[src/rtl/elevator_dispatch.sv]
// rtl/elevator_dispatch.sv - LOOK-policy car controller answering per-floor call flags
module elevator_dispatch #(
    parameter int  FLOORS      = 4,
    parameter int  FLOOR_TICKS = 50_000_000,
    parameter int  DOOR_TICKS  = 100_000_000,
    localparam int FW          = (FLOORS > 1) ? $clog2(FLOORS) : 1,
    localparam int TW          = $clog2(FLOOR_TICKS),
    localparam int DW          = $clog2(DOOR_TICKS)
) (
    input  logic              i_clk,
    input  logic              i_rst_n,
    input  logic [FLOORS-1:0] i_call_req,
    output logic [FLOORS-1:0] o_call_ack,
    output logic [FW-1:0]     o_cur_floor,
    output logic              o_dir_up,
    output logic              o_moving,
    output logic              o_door_open
);

    typedef enum logic [1:0] {S_IDLE, S_MOVE, S_DOOR} state_t;

    localparam logic [FLOORS-1:0] ACK_BIT0 = FLOORS'(1);

    state_t            r_state, w_state_next;
    logic [FW-1:0]     r_cur_floor, w_floor_next, w_nf;
    logic              r_dir_up, w_dir_next;
    logic [TW-1:0]     r_tick, w_tick_next;
    logic [DW-1:0]     r_door_cnt, w_door_next;
    logic [1:0]        r_guard, w_guard_next;
    logic [FLOORS-1:0] r_call_ack, w_ack_next, w_eff_req;
    logic              w_here, w_above, w_below, w_above_nf, w_below_nf, w_ahead_nf;

    // The call block needs two cycles to drop its flag after an ack; hide it meanwhile.
    always_comb begin
        w_eff_req = i_call_req;
        if (r_guard != 2'd0) begin
            w_eff_req[r_cur_floor] = 1'b0;
        end
    end

    assign w_here = w_eff_req[r_cur_floor];
    assign w_nf   = r_dir_up ? r_cur_floor + FW'(1) : r_cur_floor - FW'(1);

    always_comb begin
        w_above    = 1'b0;
        w_below    = 1'b0;
        w_above_nf = 1'b0;
        w_below_nf = 1'b0;
        for (int i = 0; i < FLOORS; i++) begin
            if (w_eff_req[i]) begin
                if (FW'(i) > r_cur_floor) w_above    = 1'b1;
                if (FW'(i) < r_cur_floor) w_below    = 1'b1;
                if (FW'(i) > w_nf)        w_above_nf = 1'b1;
                if (FW'(i) < w_nf)        w_below_nf = 1'b1;
            end
        end
    end

    assign w_ahead_nf = r_dir_up ? w_above_nf : w_below_nf;

    always_comb begin
        w_state_next = r_state;
        w_floor_next = r_cur_floor;
        w_dir_next   = r_dir_up;
        w_tick_next  = r_tick;
        w_door_next  = r_door_cnt;
        w_ack_next   = '0;
        case (r_state)
            S_IDLE: begin
                if (w_here) begin
                    w_state_next = S_DOOR;
                    w_ack_next   = ACK_BIT0 << r_cur_floor;
                    w_door_next  = '0;
                end else if (w_above && (r_dir_up || !w_below)) begin
                    w_dir_next   = 1'b1;
                    w_state_next = S_MOVE;
                    w_tick_next  = '0;
                end else if (w_below) begin
                    w_dir_next   = 1'b0;
                    w_state_next = S_MOVE;
                    w_tick_next  = '0;
                end
            end
            S_MOVE: begin
                if (r_tick == TW'(FLOOR_TICKS - 1)) begin
                    w_tick_next  = '0;
                    w_floor_next = w_nf;
                    if (w_eff_req[w_nf]) begin
                        w_state_next = S_DOOR;
                        w_ack_next   = ACK_BIT0 << w_nf;
                        w_door_next  = '0;
                    end else if (!w_ahead_nf) begin
                        w_state_next = S_IDLE;
                    end
                end else begin
                    w_tick_next = r_tick + TW'(1);
                end
            end
            S_DOOR: begin
                // A fresh press at this floor holds the door and is acknowledged again.
                if (w_here) begin
                    w_ack_next  = ACK_BIT0 << r_cur_floor;
                    w_door_next = '0;
                end else if (r_door_cnt == DW'(DOOR_TICKS - 1)) begin
                    w_state_next = S_IDLE;
                    w_door_next  = '0;
                end else begin
                    w_door_next = r_door_cnt + DW'(1);
                end
            end
            default: begin
                w_state_next = S_IDLE;
            end
        endcase
        if (w_ack_next != '0) begin
            w_guard_next = 2'd2;
        end else if (r_guard != 2'd0) begin
            w_guard_next = r_guard - 2'd1;
        end else begin
            w_guard_next = 2'd0;
        end
    end

    always_ff @(posedge i_clk or negedge i_rst_n) begin
        if (!i_rst_n) begin
            r_state     <= S_IDLE;
            r_cur_floor <= '0;
            r_dir_up    <= 1'b1;
            r_tick      <= '0;
            r_door_cnt  <= '0;
            r_guard     <= 2'd0;
            r_call_ack  <= '0;
        end else begin
            r_state     <= w_state_next;
            r_cur_floor <= w_floor_next;
            r_dir_up    <= w_dir_next;
            r_tick      <= w_tick_next;
            r_door_cnt  <= w_door_next;
            r_guard     <= w_guard_next;
            r_call_ack  <= w_ack_next;
        end
    end

    assign o_call_ack  = r_call_ack;
    assign o_cur_floor = r_cur_floor;
    assign o_dir_up    = r_dir_up;
    assign o_moving    = (r_state == S_MOVE);
    assign o_door_open = (r_state == S_DOOR);

endmodule

[config.mk]
export PLATFORM = sky130hd
export DESIGN_NAME = elevator_dispatch
export DESIGN_NICKNAME = d
export VERILOG_FILES = /design/src/rtl/elevator_dispatch.sv
export SDC_FILE = /design/constraint.sdc
export NUM_CORES = 1
export LEC_CHECK = 0
export ABC_AREA = 1
export ABC_CLOCK_PERIOD_IN_PS = 1900
export BUFFER_PORTS_ARGS = -buffer_cell sky130_fd_sc_hd__buf_4
export CORE_UTILIZATION = 25
export CTS_CLUSTER_DIAMETER = 50
export DETAILED_ROUTE_END_ITERATION = 16
export PLACE_DENSITY_LB_ADDON = 0.2
export SYNTH_ARGS = -nofsm -noshare
export SYNTH_HDL_FRONTEND = slang
export SYNTH_SLANG_ARGS = --single-unit
export TNS_END_PERCENT = 30
[constraint.sdc]
create_clock -name i_clk -period 1.9 [get_ports i_clk]
set_input_delay 0.095 -clock i_clk [delete_from_list [all_inputs] [get_ports i_clk]]
set_output_delay 0.095 -clock i_clk [all_outputs]
set_load 0.005 [all_outputs]
==> impl_metrics.tcl, run 1 <==
set metrics [dict create \
    p_total_mw 6.12 \
    grt_max_degree 52 \
    syn_to_final_growth_pct 36.8 \
    cts.clk_slew.worst_paths_ns 0.06 \
    setup_slack_ns -0.0628 \
    hold_end "o_dir_up$_DFFE_PN1P_" \
    io_buffers 14 \
    grt_pass1_vias 4740 \
    seq_area_frac_synth_pct 34.1 \
    antenna_found_initial 0 \
    violations "setup timing" \
    syn_avg_cell_area_um2 6.61 \
    num_io_pins 15 \
    cp-end-kind "flop" \
    met1_length_mm 6.92 \
    cp_max_fo 6 \
    wl_per_cell_um 13.8 \
    peakVddDrop_v 0.000490 \
    synth_nets 724 \
    ant_nets 0 \
    initial_utilization_pct 25.8 \
    finalHoldViolations 0 \
    synth_common_cells "242 x nand2_1, 90 x nor2_1, 75 x nand3_1" \
    drive_gt1_share_pct 28.3 \
    cts_htree_levels 3 \
    synth_cell_types 36 \
    rsz0062_at_grt "yes" \
    diodes 0 \
    synth_edf_count 0 \
    cpPeakStageDelay_ns 0.47 \
    wl_mm 14.6 \
    critical_path_arrival_ns 2.24 \
    track_usage_pct 16.1 \
    maxSlewHeadroom_pct 52.5 \
    setup_violations 47 \
    die_h_um 139 \
    wl_met2_mm 6.97 \
    fp.dieW_um 139 \
    gp_congestion 0.815 \
    cp_cell_sequence "inv_8, ha_4, inv_4, nand2_4, nand2_4, nor2_2, nand2_1, nand2_2, nor2_4, nor2_4, nor2_4, buf_12, nand2_8, nand2_1, o21ai_1" \
    pre_cts_ws_ns -0.180 \
    place_hpwl_mm 10.3 \
    cts_root_buf "clkbuf_16" \
    synth.largest_area_cell "dfrtp_1" \
    clock.fmax_mhz 509 \
    yosys_warnings 0 \
    vias_per_cell 4.57 \
    ys.flop_type "dfrtp_1" \
    stdcell_area_um2 6430 \
    dp.cells 1016 \
    cts_tree "done" \
    rows 49 \
    worst_pin_slew_ns 0.712 \
    hp-start "i_call_req[2]" \
    final_nets 838 \
    clk_path_buf_depth 2 \
    fin_crit_sh_pct 103 \
    r2r-end "r_door_cnt[19]$_DFFE_PN0P_" \
    route.detailed.drc 0 \
    holdPathStages 6 \
    synth_async_sr_flop_share_pct 100 \
    place_area_um2 5600 \
    ys_ff_latch 64 \
    p_leak_nw 3.12 \
    cp_data_required_time_ns 2.18 \
    syn_inst 711 \
    top_layer "met4" \
    core_area_um2 18200 \
    syn_area_um2 4700 \
    clkLatencyLatePin_ns 0.35 \
    critPathSlowestCell "dfrtp_2" \
    drt_pass1_iterations 6 \
    path_class "flop to flop" \
    p_per_area_nw_per_um2 951 \
    grt_pass1_wl_mm 24.5 \
    die_area_um2 19400 \
    cap_violations 0 \
    wl_met3_um 438 \
    yosysMostFrequentCell "nand2_1" \
    skew_ns 0.0105 \
    r2r_start "o_cur_floor[0]$_DFFE_PN0P_" \
    reg2reg_depth 15 \
    cts_inserted_buffers 9 \
    r2r_slack_ns -0.06 \
    start_kind "flop" \
    worstHoldPathType "input port to flop" \
    num_vias 4838 \
    fillers 1939 \
    cp_top_family "simple AND/OR/NAND/NOR gates" \
    path_buf_inv 3 \
    outcome "complete, but fails checks" \
    drt-initial-drc-count 309 \
    instances_no_fill 1059 \
    fin_crit_ns 1.96 \
    slew_viol_final 0 \
    overflow 0 \
    synth_top_area_share_pct 33.5 \
    synth_area_leaders "dfrtp_1 34%, nand2_1 19%, nand3_1 8.0%" \
    cp_common_cell "nor2_4" \
    clock_sink_count 64 \
]
-- power breakdown --
| part | internal, mW | total (mW) | switching [mW] |
|---|---|---|---|
| combinational | 1.09 | 2.82 | 1.73 |
| clock | 1.05 | 1.71 | 0.663 |
| sequential | 1.49 | 1.59 | 0.101 |
-- sequential cells by signal (all words and copies together) (netlist names) --
| name | count |
|---|---|
| r_state | 2 |
| o_call_ack | 4 |
| o_dir_up | 1 |
| o_cur_floor | 2 |
| r_door_cnt | 27 |
| r_guard | 2 |
| r_tick | 26 |
-- per-layer routing --
layer	GRT usage (%)	up-vias
met1	20.9	2236
met2	26.8	74
li1	-	2507
met5	0	-
met3	2.28	21
met4	6.49	0
-- kinds of logic after synthesis --
group	share of synthesized area (%)
AO/OA/AOI/OAI	4.34
XOR/XNOR	4.47
adder cells (fa/ha/maj)	1.86
buffers and inverters	8.55
flip-flops	34.1
AND/OR/NAND/NOR	46.7
-- placed cells by master, fill, tap and decap left out, types with 2 or more instances in the layout --
cell type / synthesis / layout
a21o_1: 3 / 3
a21oi_1: 2 / 2
buf_12: 0 / 3
buf_4: 1 / 111
clkbuf_16: 0 / 9
clkinv_2: 0 / 2
clkinvlp_4: 0 / 2
dfrtp_1: 63 / 62
ha_1: 7 / 2
ha_2: 0 / 2
ha_4: 0 / 3
inv_1: 65 / 60
inv_2: 6 / 8
nand2_1: 242 / 212
nand2_2: 9 / 35
nand2_4: 4 / 6
nand2_8: 0 / 8
nand3_1: 75 / 72
nand3_2: 5 / 7
nand3_4: 1 / 2
nand3b_1: 4 / 4
nand4_1: 25 / 25
nor2_1: 90 / 84
nor2_2: 7 / 9
nor2_4: 1 / 5
nor3_1: 18 / 18
nor3b_1: 2 / 2
o21ai_0: 15 / 8
o21ai_1: 6 / 11
o21ai_2: 3 / 4
o21ai_4: 1 / 2
or2_2: 8 / 8
xor2_1: 24 / 24
-- repair_timing --
item                                    in CTS  in global routing
gates resized for setup                     41                 37
setup buffers                               11                  9
endpoints found under the setup margin      57                 59
hold endpoints to repair                    48                  0
hold buffers                                 1                  0
cloned                                       6                  0
pin swaps                                   16                 18
-- stage by stage --
step                      hold WS [ns]  utilization [%]  TNS (ns)
after detailed placement         0.196             30.7     -7.48
after global routing             0.370             35.3     -7.90
after global placement           0.213             30.7     -6.65
after CTS                        0.299             34.2     -1.38
final                            0.317             35.3     -1.29
after floorplan                 -0.201                -     -1.83
-- layout make-up --
class / count / area [um2] / area share, %
Clock buffer: 11 / 243 / 3.77
Clock inverter: 5 / 56.3 / 0.875
Sequential cell: 64 / 1600 / 24.9
Timing Repair Buffer: 116 / 915 / 14.2
Inverter: 72 / 284 / 4.42
Multi-Input combinational cell: 562 / 3040 / 47.3
Tap cell: 229 / 287 / 4.46
-- tightest hold or removal path, delay by kind of cell --
kind	cells	cell delay, ns
AND/OR/NAND/NOR	2	0.12
AO/OA/AOI/OAI	3	0.30
buffers and inverters	1	0.12
-- how the worst max path moves through the flow --
| stage | end | slack (ns) | startpoint | cells past startpoint |
|---|---|---|---|---|
| 3_5_place_dp | r_door_cnt[15]$_DFFE_PN0P_ | -0.18 | o_cur_floor[0]$_DFFE_PN0P_ | 13 |
| 3_3_place_gp | r_door_cnt[10]$_DFFE_PN0P_ | -0.14 | o_cur_floor[0]$_DFFE_PN0P_ | 13 |
| 6_report | r_door_cnt[19]$_DFFE_PN0P_ | -0.06 | o_cur_floor[0]$_DFFE_PN0P_ | 15 |
| 2_1_floorplan | r_door_cnt[17]$_DFFE_PN0P_ | -0.11 | o_cur_floor[0]$_DFFE_PN0P_ | 16 |
| 5_1_grt | r_door_cnt[21]$_DFFE_PN0P_ | -0.17 | o_cur_floor[0]$_DFFE_PN0P_ | 15 |
| 4_1_cts | r_door_cnt[22]$_DFFE_PN0P_ | -0.05 | o_cur_floor[0]$_DFFE_PN0P_ | 15 |
Note: power is estimated with default switching activity, not from simulation.
==> run 2: changes to the inputs <==
SETUP_SLACK_MARGIN = 0.4   (was unset)
TNS_END_PERCENT = 50   (was 30)
==> impl_metrics.tcl, run 2 (synthesis results as in run 1) <==
set metrics [dict create \
    vias_per_cell 4.56 \
    overflow 0 \
    critPathSlowestCell "dfrtp_2" \
    place_area_um2 5620 \
    setup_slack_ns -0.0754 \
    outcome "complete, but fails checks" \
    cts.clk_slew.worst_paths_ns 0.06 \
    fin_crit_ns 1.98 \
    p_per_area_nw_per_um2 912 \
    io_buffers 14 \
    clkLatencyLatePin_ns 0.34 \
    pwr-share-seq_pct 27.3 \
    crit_start "o_cur_floor[0]$_DFFE_PN0P_" \
    worstHoldPathType "input port to async pin" \
    maxSlewHeadroom_pct 70.3 \
    largest_register_ffs 27 \
    grt_max_degree 30 \
    path_buf_inv 3 \
    grt_pass1_wl_mm 24.6 \
    cap_violations 0 \
    track_usage_pct 16.1 \
    p_sw_mw 2.48 \
    p_int_mw 3.43 \
    holdWs_ns 0.251 \
    r2r_slack_ns -0.08 \
    place_hpwl_mm 10.5 \
    wl_mm 14.7 \
    diodes 0 \
    cp_data_required_time_ns 2.12 \
    r2r_start "o_cur_floor[0]$_DFFE_PN0P_" \
    power_frac_clock_pct 26.4 \
    violations "setup timing" \
    initial_utilization_pct 25.8 \
    core_area_um2 18200 \
    cp_top_family "simple AND/OR/NAND/NOR gates" \
    ant_nets 0 \
    skew_ns 0.0108 \
    critical_path_arrival_ns 2.20 \
    cts_htree_levels 3 \
    reg2reg_depth 15 \
    r2r-end "r_door_cnt[19]$_DFFE_PN0P_" \
    slew_viol_final 0 \
    syn_to_final_growth_pct 37.9 \
    clock.fmax_mhz 506 \
    rsz0062_at_grt "yes" \
    peakVddDrop_v 0.000459 \
    final_cell_mix "200 x nand2_1, 104 x buf_4, 79 x nor2_1" \
    cp_cell_sequence "inv_8, ha_4, inv_4, nand2_4, nand2_4, nor2_4, nand2_1, nand2_2, nor2_4, nor2_4, nor2_4, buf_12, nand2_8, nand2_1, o21ai_1" \
    cts_tree "done" \
    fin_crit_sh_pct 104 \
    p_leak_nw 3.11 \
    num_io_pins 15 \
    fp.dieW_um 139 \
    final_common_cell "nand2_1" \
    clk_path_buf_depth 2 \
    path_class "flop to flop" \
    drt-initial-drc-count 303 \
    p_sw_share_pct 42.0 \
    grt_pass1_vias 4714 \
    start_kind "flop" \
    num_vias 4829 \
    route.detailed.drc 0 \
    antenna_found_initial 0 \
    finalHoldViolations 0 \
    largest_register "r_door_cnt" \
    worst_pin_slew_ns 0.446 \
    cts_root_buf "clkbuf_16" \
    p_total_mw 5.91 \
    wl_per_cell_um 13.9 \
    final_nets 837 \
    cp_max_fo 7 \
    stdcell_area_um2 6480 \
    cp_common_cell "nor2_4" \
    cts_inserted_buffers 9 \
    drt_pass1_iterations 6 \
    rows 49 \
    cp.depth 15 \
    cp-endpoint "r_door_cnt[19]$_DFFE_PN0P_" \
    power_frac_comb_pct 46.3 \
    cpPeakStageDelay_ns 0.48 \
    die_h_um 139 \
    cp-end-kind "flop" \
    clock_sink_count 64 \
    die_area_um2 19400 \
    drive_gt1_share_pct 30.4 \
    gp_congestion 0.835 \
    setup_violations 28 \
]
[run 2: cell types whose count changed in the layout (fill, tap and decap cells not counted), sizes merged]
cell    previous run  this run
buf              115       114
clkinv             4         3
bufinv             1         0
clkbuf            11        13
[run 2: power groups by stage]
stage	clock network, mW	logic [mW]	registers [mW]
after floorplan	0	1.18	1.62
after global placement	0	1.84	1.62
after detailed placement	0	1.83	1.62
after CTS	1.62	2.51	1.60
after global routing	1.67	2.95	1.63
final	1.56	2.74	1.62
[run 2: worst min-delay path by stage]
| stage | from | endpoint | slack, ns | cells past startpoint |
|---|---|---|---|---|
| after global placement | i_rst_n | r_door_cnt[22]$_DFFE_PN0P_ | 0.1 | 1 |
| after global routing | i_rst_n | r_door_cnt[6]$_DFFE_PN0P_ | 0.29 | 2 |
| final | i_rst_n | r_tick[1]$_DFFE_PN0P_ | 0.25 | 2 |
| after floorplan | i_rst_n | o_call_ack[0]$_DFF_PN0_ | -0.20 | 0 |
| after detailed placement | i_rst_n | r_tick[1]$_DFFE_PN0P_ | 0.08 | 1 |
| after CTS | i_rst_n | r_door_cnt[6]$_DFFE_PN0P_ | 0.27 | 2 |
[run 2: area by class of cell]
cell class	instances	area, um2
sequential	64	1610
clock buffer	13	250
fill	1973	11700
tap	229	287
multi-input combinational	562	3110
inverter	72	284
clock inverter	3	17.5
timing repair buffer	115	930
[run 2: metal layers]
layer  global-route usage (%)  wire length (um)  vias to the layer above
met5                        0                 0                        -
met4                     5.20               211                        0
met3                     2.76               368                       19
met2                     26.2              6960                       72
met1                     21.6              7110                     2230
li1                         -                 -                     2508
[run 2: per-stage QoR]
| stage | std cells | utilization, % | worst slack, ns | TNS, ns |
|---|---|---|---|---|
| 2_1_floorplan | 711 | - | -0.108 | -1.83 |
| 3_3_place_gp | 1019 | 30.9 | -0.173 | -6.97 |
| 3_5_place_dp | 1019 | 30.9 | -0.236 | -9.44 |
| 4_1_cts | 1050 | 34.1 | -0.0625 | -1.83 |
| 5_1_grt | 1058 | 35.6 | -0.152 | -4.69 |
| 6_report | 1058 | 35.6 | -0.0754 | -1.44 |
[run 2: timing repair]
action                                 in CTS  in global routing
setup buffers                               8                  8
resized for setup                          50                 61
hold buffers                                1                  0
pin swaps                                  29                 27
cloned                                      6                  0
endpoints found under the hold margin      26                  0
setup endpoints to repair                  66                 66
==> run 3: changes to the inputs <==
--- a/constraint.sdc
+++ b/constraint.sdc
@@ -3,2 +3,2 @@
 set_output_delay 0.095 -clock i_clk [all_outputs]
-set_load 0.005 [all_outputs]
+set_load 0.1 [all_outputs]
==> impl_metrics.tcl, run 3 (synthesis results as in run 1) <==
set metrics [dict create \
    setup_violations 53 \
    cts_root_buf "clkbuf_16" \
    cts_tree "done" \
    wl_per_cell_um 13.7 \
    fp.dieW_um 139 \
    slew_viol_final 0 \
    io_buffers 14 \
    drt_pass1_iterations 7 \
    p_sw_share_pct 43.8 \
    overflow 0 \
    wl_mm 14.3 \
    worstHoldPathType "input port to flop" \
    clk_path_buf_depth 2 \
    p_total_mw 6.09 \
    die_area_um2 19400 \
    num_vias 4742 \
    gp_congestion 0.842 \
    largest_register "r_door_cnt" \
    cp-endpoint "r_tick[14]$_DFFE_PN0P_" \
    fin_crit_sh_pct 105 \
    rsz0062_at_grt "yes" \
    multi_input_area_um2 2990 \
    num_io_pins 15 \
    grt_max_degree 51 \
    place_hpwl_mm 10.2 \
    critical_path_arrival_ns 2.22 \
    antenna_found_initial 0 \
    clkLatencyLatePin_ns 0.34 \
    final_nets 822 \
    core_area_um2 18200 \
    power_frac_clock_pct 26.1 \
    start_kind "flop" \
    cp_max_fo 7 \
    cp_data_required_time_ns 2.12 \
    reg2reg_depth 13 \
    cts_inserted_buffers 9 \
    final_cell_mix "207 x nand2_1, 94 x buf_4, 84 x nor2_1" \
    final_common_cell "nand2_1" \
    cts_htree_levels 3 \
    clock.fmax_mhz 500 \
    peakVddDrop_v 0.000557 \
    grt_pass1_vias 4700 \
    route.detailed.drc 0 \
    p_per_area_nw_per_um2 974 \
    cp-end-kind "flop" \
    setup_slack_ns -0.0996 \
    violations "setup timing" \
    syn_to_final_growth_pct 33.1 \
    p_int_mw 3.43 \
    finalHoldViolations 0 \
    r2r_slack_ns -0.1 \
    fin_tns_setup_ns -3.42 \
    track_usage_pct 15.4 \
    place_area_um2 5590 \
    p_sw_mw 2.67 \
    path_class "flop to flop" \
    maxSlewHeadroom_pct 53.3 \
    fin_crit_ns 2.00 \
    die_h_um 139 \
    r2r_start "o_cur_floor[0]$_DFFE_PN0P_" \
    fillers 1977 \
    cap_violations 0 \
    ant_nets 0 \
    pwr-share-seq_pct 26.0 \
    skew_ns 0.0122 \
    largest_register_ffs 27 \
    stdcell_area_um2 6260 \
    clock_sink_count 64 \
    initial_utilization_pct 25.8 \
    seq_area_um2 1610 \
    rows 49 \
    outcome "complete, but fails checks" \
    crit_start "o_cur_floor[0]$_DFFE_PN0P_" \
    grt_pass1_wl_mm 23.6 \
    cts.clk_slew.worst_paths_ns 0.06 \
    drive_gt1_share_pct 27.1 \
    p_leak_nw 3.03 \
    power_frac_comb_pct 47.9 \
    diodes 0 \
    drt-initial-drc-count 301 \
    worst_pin_slew_ns 0.700 \
    vias_per_cell 4.55 \
    r2r-end "r_tick[14]$_DFFE_PN0P_" \
]
==> run 3: cell types whose count changed in the layout (fill, tap and decap cells not counted), moves of 3 or more <==
cell	previous run	this run
nand3_4	4	1
nand2_4	10	7
buf_4	104	94
inv_1	60	63
nor2_1	79	84
nor2_4	8	3
nand2_2	45	42
buf_6	7	1
inv_2	8	5
nand2_1	200	207
==> run 3: final cells by class <==
type | instances | area share (%)
timing repair buffer | 100 | 12.8
clock buffer | 12 | 4.10
inverter | 72 | 4.56
clock inverter | 4 | 0.460
multi-input combinational | 562 | 47.8
tap | 229 | 4.58
sequential | 64 | 25.7
==> run 3: stage by stage <==
stage | cells | hold WS, ns | setup WS [ns] | utilization [%]
finish | 1043 | 0.354 | -0.0996 | 34.4
global route | 1043 | 0.413 | -0.209 | 34.4
CTS | 1038 | 0.375 | -0.0963 | 33.6
detailed placement | 1015 | 0.201 | -0.178 | 30.7
global placement | 1015 | 0.193 | -0.166 | 30.7
floorplan | 711 | -0.201 | -0.360 | -
==> run 3: critical path: stages, from the launching register on <==
cell and delay, ns:
dfrtp_4 0.53, inv_8 0.08, ha_2 0.18, nand2_2 0.07, nand3_2 0.09, nand3_2 0.10, nand2_2 0.11, buf_4 0.12
inv_2 0.04, o21ai_4 0.14, buf_12 0.15, nand2_4 0.11, nand2_1 0.10, nand2_1 0.05
==> run 3: worst min-delay path by stage <==
| stage | from | end | slack, ns | depth (start not counted) |
|---|---|---|---|---|
| 3_5_place_dp | i_rst_n | r_door_cnt[22]$_DFFE_PN0P_ | 0.20 | 1 |
| 3_3_place_gp | i_rst_n | r_tick[0]$_DFFE_PN0P_ | 0.19 | 1 |
| 5_1_grt | i_call_req[2] | o_dir_up$_DFFE_PN1P_ | 0.41 | 7 |
| 6_report | i_call_req[2] | o_dir_up$_DFFE_PN1P_ | 0.35 | 7 |
| 2_1_floorplan | i_rst_n | o_call_ack[0]$_DFF_PN0_ | -0.20 | 0 |
| 4_1_cts | i_call_req[0] | r_state[1]$_DFFE_PN0P_ | 0.37 | 8 |
==> run 3: power groups by stage <==
stage | Sequential [mW] | Clock, mW | Combinational (mW)
2_1_floorplan | 1.76 | 0 | 1.32
3_3_place_gp | 1.59 | 0 | 2.15
3_5_place_dp | 1.59 | 0 | 2.15
4_1_cts | 1.58 | 1.64 | 2.71
5_1_grt | 1.60 | 1.70 | 3.16
6_report | 1.58 | 1.59 | 2.92
==> run 3: timing repair <==
| action | in CTS | in global routing |
|---|---|---|
| cloned | 3 | 3 |
| setup endpoints to repair | 66 | 66 |
| hold buffers | 1 | 0 |
| hold endpoints to repair | 47 | 0 |
| buffers inserted | 3 | 2 |
| gates resized for setup | 45 | 29 |
| pin swaps | 25 | 15 |
==> run 3: per-layer routing <==
metal	GRT usage, %	up-vias	wire, um
li1	-	2471	-
met1	20.6	2180	7070
met2	25.5	79	6670
met3	2.21	12	441
met4	4.85	0	159
met5	0	-	0
